[config.mk]
export PLATFORM = sky130hd
export DESIGN_NAME = ticket_inventory_engine_flat
export DESIGN_NICKNAME = d
export VERILOG_FILES = /design/src/rtl/ticket_inventory_engine_if.sv /design/src/rtl/ticket_inventory_engine.sv /design/src/flat_wrapper.sv
export SDC_FILE = /design/constraint.sdc
export NUM_CORES = 2
export LEC_CHECK = 0
export ABC_AREA = 0
export CAP_MARGIN = 30
export CORE_MARGIN = 2
export CORE_UTILIZATION = 42
export DETAILED_ROUTE_END_ITERATION = 8
export HOLD_SLACK_MARGIN = 0.15
export PLACE_DENSITY = 0.66
export SYNTH_ARGS = -nofsm -noshare
export SYNTH_HDL_FRONTEND = slang
export SYNTH_SLANG_ARGS = --single-unit
export TNS_END_PERCENT = 50
[constraint.sdc]
create_clock -name clk -period 50 [get_ports clk]
set_clock_uncertainty 0.1 [all_clocks]
set_input_delay 5 -clock clk [delete_from_list [all_inputs] [get_ports clk]]
set_output_delay 5 -clock clk [all_outputs]
set_load 0.1 [all_outputs]
[src/rtl/ticket_inventory_engine_if.sv]
// Request/response bus of the ticket inventory engine. master issues requests,
// slave (the engine) accepts them and returns a one-cycle response strobe.
interface ticket_inventory_engine_if #(
  parameter int CLASS_W = 2,
  parameter int DATE_W  = 5,
  parameter int QTY_W   = 3,
  parameter int SEAT_W  = 6,
  parameter int PRICE_W = 12
);
  // Handshake: a request transfers on a rising edge where req_valid && req_ready;
  // the slave raises req_ready only when idle, and resp_valid pulses once per transfer.
  logic               req_valid;
  logic               req_ready;
  logic [1:0]         req_op;
  logic [CLASS_W-1:0] req_class;
  logic [DATE_W-1:0]  req_date;
  logic [QTY_W-1:0]   req_qty;
  logic               resp_valid;
  logic [2:0]         resp_status;
  logic [PRICE_W-1:0] resp_price;
  logic [SEAT_W-1:0]  resp_seats_left;

  modport master (
    output req_valid, req_op, req_class, req_date, req_qty,
    input  req_ready, resp_valid, resp_status, resp_price, resp_seats_left
  );

  modport slave (
    input  req_valid, req_op, req_class, req_date, req_qty,
    output req_ready, resp_valid, resp_status, resp_price, resp_seats_left
  );
endinterface

[src/rtl/ticket_inventory_engine.sv]
// Seat inventory engine: one booked-seat counter per (class, date), serving
// check/book/cancel requests through a four-state IDLE/LOOKUP/UPDATE/RESP FSM.
module ticket_inventory_engine #(
  parameter int NUM_CLASSES = 3,
  parameter int NUM_DATES   = 31,
  parameter int CAPACITY    = 40,
  parameter int MAX_QTY     = 4,
  parameter int PRICE_BASE  = 100,
  parameter int PRICE_STEP  = 50,
  parameter int CLASS_W     = 2,
  parameter int DATE_W      = 5,
  parameter int QTY_W       = 3,
  parameter int SEAT_W      = 6,
  parameter int PRICE_W     = 12
) (
  input  logic                    clk,
  input  logic                    rst,
  ticket_inventory_engine_if.slave bus,
  output logic [1:0]              dbg_state_o
);

  localparam int NUM_ENTRIES = NUM_CLASSES * NUM_DATES;
  localparam int IDX_W       = $clog2(NUM_ENTRIES);

  localparam logic [1:0] OP_BOOK   = 2'b01;
  localparam logic [1:0] OP_CANCEL = 2'b10;
  localparam logic [1:0] OP_RSVD   = 2'b11;

  localparam logic [2:0] ST_OK       = 3'd0;
  localparam logic [2:0] ST_SOLD_OUT = 3'd1;
  localparam logic [2:0] ST_NOTHING  = 3'd2;
  localparam logic [2:0] ST_BAD_ARG  = 3'd3;
  localparam logic [2:0] ST_BAD_OP   = 3'd4;

  typedef enum logic [1:0] {S_IDLE, S_LOOKUP, S_UPDATE, S_RESP} state_e;

  state_e             state_q, state_d;
  logic [1:0]         op_q;
  logic [CLASS_W-1:0] cls_q;
  logic [DATE_W-1:0]  date_q;
  logic [QTY_W-1:0]   qty_q;
  logic               bad_arg_q, bad_op_q;
  logic [IDX_W-1:0]   idx_q;
  logic [SEAT_W-1:0]  booked_rd_q;
  logic [SEAT_W-1:0]  booked_q [NUM_ENTRIES];
  logic [2:0]         status_q;
  logic [PRICE_W-1:0] price_q;
  logic [SEAT_W-1:0]  seats_q;

  logic               args_ok;
  logic [IDX_W-1:0]   idx_d;
  logic [SEAT_W-1:0]  free_seats, qty_s;
  logic [PRICE_W-1:0] unit_price, amount;
  logic               upd_we;
  logic [SEAT_W-1:0]  upd_val, upd_seats;
  logic [2:0]         upd_status;
  logic [PRICE_W-1:0] upd_price;

  always_ff @(posedge clk or posedge rst) begin
    if (rst) state_q <= S_IDLE;
    else     state_q <= state_d;
  end

  always_comb begin
    state_d = state_q;
    case (state_q)
      S_IDLE:   if (bus.req_valid) state_d = S_LOOKUP;
      S_LOOKUP: state_d = S_UPDATE;
      S_UPDATE: state_d = S_RESP;
      S_RESP:   state_d = S_IDLE;
      default:  state_d = S_IDLE;
    endcase
  end

  // Out-of-range arguments never form an index, so the counter read stays in bounds.
  always_comb begin
    args_ok = (int'(cls_q) < NUM_CLASSES) && (int'(date_q) < NUM_DATES) &&
              (qty_q != '0) && (int'(qty_q) <= MAX_QTY);
    idx_d   = args_ok ? (IDX_W'(cls_q) * IDX_W'(NUM_DATES) + IDX_W'(date_q)) : '0;
  end

  always_comb begin
    free_seats = SEAT_W'(CAPACITY) - booked_rd_q;
    qty_s      = SEAT_W'(qty_q);
    unit_price = PRICE_W'(PRICE_BASE) + PRICE_W'(cls_q) * PRICE_W'(PRICE_STEP);
    amount     = unit_price * PRICE_W'(qty_q);
    upd_we     = 1'b0;
    upd_val    = booked_rd_q;
    upd_status = ST_OK;
    upd_price  = '0;
    upd_seats  = free_seats;
    if (bad_arg_q) begin
      upd_status = ST_BAD_ARG;
      upd_seats  = '0;
    end else if (bad_op_q) begin
      upd_status = ST_BAD_OP;
      upd_seats  = '0;
    end else begin
      case (op_q)
        OP_BOOK: begin
          if (free_seats >= qty_s) begin
            upd_we    = 1'b1;
            upd_val   = booked_rd_q + qty_s;
            upd_price = amount;
            upd_seats = free_seats - qty_s;
          end else begin
            upd_status = ST_SOLD_OUT;
          end
        end
        OP_CANCEL: begin
          if (booked_rd_q >= qty_s) begin
            upd_we    = 1'b1;
            upd_val   = booked_rd_q - qty_s;
            upd_price = amount;
            upd_seats = free_seats + qty_s;
          end else begin
            upd_status = ST_NOTHING;
          end
        end
        default: begin
          upd_price  = amount;
          upd_status = (free_seats >= qty_s) ? ST_OK : ST_SOLD_OUT;
        end
      endcase
    end
  end

  always_ff @(posedge clk or posedge rst) begin
    if (rst) begin
      op_q        <= '0;
      cls_q       <= '0;
      date_q      <= '0;
      qty_q       <= '0;
      bad_arg_q   <= 1'b0;
      bad_op_q    <= 1'b0;
      idx_q       <= '0;
      booked_rd_q <= '0;
      status_q    <= '0;
      price_q     <= '0;
      seats_q     <= '0;
      for (int i = 0; i < NUM_ENTRIES; i++) booked_q[i] <= '0;
    end else begin
      case (state_q)
        S_IDLE: if (bus.req_valid) begin
          op_q   <= bus.req_op;
          cls_q  <= bus.req_class;
          date_q <= bus.req_date;
          qty_q  <= bus.req_qty;
        end
        S_LOOKUP: begin
          bad_arg_q   <= !args_ok;
          bad_op_q    <= (op_q == OP_RSVD);
          idx_q       <= idx_d;
          booked_rd_q <= args_ok ? booked_q[idx_d] : '0;
        end
        S_UPDATE: begin
          if (upd_we) booked_q[idx_q] <= upd_val;
          status_q <= upd_status;
          price_q  <= upd_price;
          seats_q  <= upd_seats;
        end
        default: ;
      endcase
    end
  end

  assign bus.req_ready       = (state_q == S_IDLE);
  assign bus.resp_valid      = (state_q == S_RESP);
  assign bus.resp_status     = status_q;
  assign bus.resp_price      = price_q;
  assign bus.resp_seats_left = seats_q;
  assign dbg_state_o         = state_q;

endmodule

[src/flat_wrapper.sv]
// flat-port wrapper written by rule: the top's interface ports become plain ports
module ticket_inventory_engine_flat 
#(
  parameter int NUM_CLASSES = 3,
  parameter int NUM_DATES   = 31,
  parameter int CAPACITY    = 40,
  parameter int MAX_QTY     = 4,
  parameter int PRICE_BASE  = 100,
  parameter int PRICE_STEP  = 50,
  parameter int CLASS_W     = 2,
  parameter int DATE_W      = 5,
  parameter int QTY_W       = 3,
  parameter int SEAT_W      = 6,
  parameter int PRICE_W     = 12
)
  (clk, rst, dbg_state_o, bus_req_valid, bus_req_op, bus_req_class, bus_req_date, bus_req_qty, bus_req_ready, bus_resp_valid, bus_resp_status, bus_resp_price, bus_resp_seats_left);
  ticket_inventory_engine_if #(.CLASS_W(CLASS_W), .DATE_W(DATE_W), .QTY_W(QTY_W), .SEAT_W(SEAT_W), .PRICE_W(PRICE_W)) bus_i ();
  input  logic clk;
  input  logic rst;
  output logic [1:0] dbg_state_o;
  input wire logic [$bits(bus_i.req_valid)-1:0] bus_req_valid;
  input wire logic [$bits(bus_i.req_op)-1:0] bus_req_op;
  input wire logic [$bits(bus_i.req_class)-1:0] bus_req_class;
  input wire logic [$bits(bus_i.req_date)-1:0] bus_req_date;
  input wire logic [$bits(bus_i.req_qty)-1:0] bus_req_qty;
  output wire logic [$bits(bus_i.req_ready)-1:0] bus_req_ready;
  output wire logic [$bits(bus_i.resp_valid)-1:0] bus_resp_valid;
  output wire logic [$bits(bus_i.resp_status)-1:0] bus_resp_status;
  output wire logic [$bits(bus_i.resp_price)-1:0] bus_resp_price;
  output wire logic [$bits(bus_i.resp_seats_left)-1:0] bus_resp_seats_left;
  assign bus_i.req_valid = bus_req_valid;
  assign bus_i.req_op = bus_req_op;
  assign bus_i.req_class = bus_req_class;
  assign bus_i.req_date = bus_req_date;
  assign bus_i.req_qty = bus_req_qty;
  assign bus_req_ready = bus_i.req_ready;
  assign bus_resp_valid = bus_i.resp_valid;
  assign bus_resp_status = bus_i.resp_status;
  assign bus_resp_price = bus_i.resp_price;
  assign bus_resp_seats_left = bus_i.resp_seats_left;
  ticket_inventory_engine #(.NUM_CLASSES(NUM_CLASSES), .NUM_DATES(NUM_DATES), .CAPACITY(CAPACITY), .MAX_QTY(MAX_QTY), .PRICE_BASE(PRICE_BASE), .PRICE_STEP(PRICE_STEP), .CLASS_W(CLASS_W), .DATE_W(DATE_W), .QTY_W(QTY_W), .SEAT_W(SEAT_W), .PRICE_W(PRICE_W)) u_core (.clk(clk), .rst(rst), .bus(bus_i), .dbg_state_o(dbg_state_o));
endmodule
==> results.json <==
{
  "syn_area_sq_um": 29800,
  "report.final.slew_viol_count": 0,
  "layout_commonest_cell": "dfrtp_1",
  "syn_avg_cell_area_sq_um": 9.56,
  "rrSetupSlack_ns": 43.97,
  "status": "finished clean",
  "rsz0062_at_grt": "no",
  "cp_max_fo": 5,
  "port_buffers": 38,
  "holdBufCountCts": 0,
  "clock_latency_ns": 0.63,
  "gp_congestion": 0.882,
  "n_antenna_cell": 0,
  "ctsResizeCount": 0,
  "avgRoutedWirePerCell_microns": 21.8,
  "final_hold_viol_count": 0,
  "hp-class": "register to register",
  "finalSetupViolCount": 0,
  "clock_sinks": 607,
  "drc_errors": 0,
  "die_y_microns": 270,
  "maxSlewHeadroom_pct": 29.3,
  "ios": 40,
  "initial_core_util_pct": 42.5,
  "vias": 23429,
  "ys_ff_latch": 607,
  "r2r-start": "u_core.cls_q[0]$_DFFE_PP0P_",
  "period_needed_ns": 7.67,
  "rr_worst_depth": 12,
  "stdcell_count": 4025,
  "grt_pass1_vias": 23221,
  "antenna_found_initial": 0,
  "synth_fp_nets": 3184,
  "grt_max_degree": 176,
  "synth_top_cell_by_area": "dfrtp_1",
  "drive_above_1_share_pct": 11.2,
  "die_area_sq_um": 73000,
  "grt_usage_pct": 24.2,
  "hpwl_microns": 54500,
  "cts-buffers-inserted": 68,
  "routed_wl_microns": 87700,
  "maxCapViolCount": 0,
  "h-tree-depth": 3,
  "die_w_microns": 270,
  "final.period_utilization_pct": 15.3,
  "drtPass1Iterations": 6,
  "crit_arrival_ns": 2.57,
  "synthTopCellsByArea": "dfrtp_1 51%, o21ai_0 9.1%, nand2_1 7.6%, mux2_2 4.0%, mux2i_1 3.3%",
  "drtIter0Drc": 2460,
  "ant_nets": 0,
  "cts_buffer_depth": 3,
  "crit_path_start_kind": "register",
  "rows": 97,
  "finalSetupTns_ns": 0,
  "reg2reg_to": "u_core.booked_rd_q[1]$_DFFE_PP0N_",
  "tightest_slew_ns": 1.06,
  "postCtsSetupRepairBufs": 0,
  "yosysSeqAreaShare_pct": 51.0,
  "cp-endpoint": "bus_req_ready",
  "hold_slack_ns": 0.372,
  "fillers": 6599,
  "yosysTopAreaCellShare_pct": 51.0,
  "place_inst": 3905,
  "critPathCaptureType": "primary output",
  "grt_pass1_wl_microns": 139000,
  "coreArea_sq_um": 70000,
  "synthArstFlopShare_pct": 100,
  "worstSetupPathType": "register to primary output",
  "synthCells": 3114,
  "crit_start": "u_core.dbg_state_o[1]$_DFFE_PP0P_",
  "gr-total-overflow": 0,
  "max_freq_mhz": 130,
  "synth_edf_count": 0,
  "area_growth_pct": 11.9,
  "crit_required_ns": 44.90,
  "avgViaCountPerCell": 5.82,
  "ys.flop_type": "dfrtp_1",
  "layout_common_cells": "607 x dfrtp_1, 600 x nand2_1, 544 x o21ai_0",
  "cts_tree": "built",
  "cts-root-buf": "clkbuf_16",
  "ys_types": 84,
  "num-nets-final": 3106,
  "yosys_warnings": 0,
  "cts.clk_slew.worst_paths_ns": 0.06,
  "final_util_pct": 47.6
}
[cell usage after synthesis (13+ instances only)]
library cell	n
a211oi_1	55
a21oi_1	107
a2bb2oi_1	14
a31oi_1	16
buf_1	20
buf_2	28
clkbuf_1	181
dfrtp_1	607
fa_1	15
ha_1	40
inv_1	55
mux2_2	106
mux2i_1	98
nand2_1	601
nand3_1	56
nand3_2	17
nand4_1	35
nor2_1	102
nor2b_1	27
nor3_1	47
o211ai_1	20
o21ai_0	544
o21ai_1	13
o221ai_1	21
o22a_1	19
o22ai_1	37
o2bb2ai_1	16
[worst min path at each step]
stage / startpoint / end / slack [ns] / cells after the start
final: u_core.booked_q[300]$_DFFE_PP0P_ / u_core.booked_q[300]$_DFFE_PP0P_ / 0.37 / 2
after global routing: u_core.booked_q[228]$_DFFE_PP0P_ / u_core.booked_q[228]$_DFFE_PP0P_ / 0.39 / 2
after CTS: u_core.booked_q[88]$_DFFE_PP0P_ / u_core.booked_q[88]$_DFFE_PP0P_ / 0.38 / 2
after detailed placement: u_core.booked_q[348]$_DFFE_PP0P_ / u_core.booked_q[348]$_DFFE_PP0P_ / 0.36 / 2
after global placement: u_core.booked_q[446]$_DFFE_PP0P_ / u_core.booked_q[446]$_DFFE_PP0P_ / 0.35 / 2
after floorplan: u_core.booked_q[23]$_DFFE_PP0P_ / u_core.booked_q[23]$_DFFE_PP0P_ / 0.34 / 2
[cell families after synthesis]
logic type / synth area share, %
compound gates: 19.1
xor+xnor: 0.383
fa+ha+maj: 2.69
buf+inv: 4.10
flops: 51.0
mux: 8.22
other cells: 0.0126
simple gates: 14.5
[registers in the layout, summed over array words and instances, names as in the netlist]
name / count
u_core.booked_q: 558
u_core.bus.resp_price: 11
u_core.idx_q: 7
u_core.booked_rd_q: 6
u_core.bus.resp_seats_left: 6
u_core.date_q: 5
u_core.bus.resp_status: 3
u_core.qty_q: 3
u_core.cls_q: 2
u_core.dbg_state_o: 2
u_core.op_q: 2
u_core.bad_arg_q: 1
u_core.bad_op_q: 1
[routing by layer]
metal,share of wire [%],up-vias,GRT usage (%)
met3,8.0,207,4.89
met5,0,-,0
met2,44,956,37.1
li1,-,10877,-
met1,44,11389,33.7
met4,3.8,0,10.1
[stage by stage]
stage,setup WS (ns),instance area [sq um]
after floorplan,27.91,29800
after detailed placement,41.82,31000
after global routing,42.24,33300
after global placement,41.70,30900
after CTS,42.31,33300
final,42.33,33300
[area by class of cell]
class,count,area [sq um],area share (%)
multi-input combinational,2206,13500,40.5
clock buffer,94,1910,5.73
clock inverter,25,332,0.996
inverter,55,214,0.643
timing repair buffer,98,1000,3.01
sequential,607,15200,45.6
tap,940,1180,3.53
[worst max-delay path: stages, from the launching register on]
cell and delay, ns:
dfrtp_1 0.42, inv_1 0.12, ha_1 0.24, clkdlybuf4s50_1 1.17
Power is not shown: default switching activity piles up to over one toggle a cycle in this logic, so the estimate is an artifact.
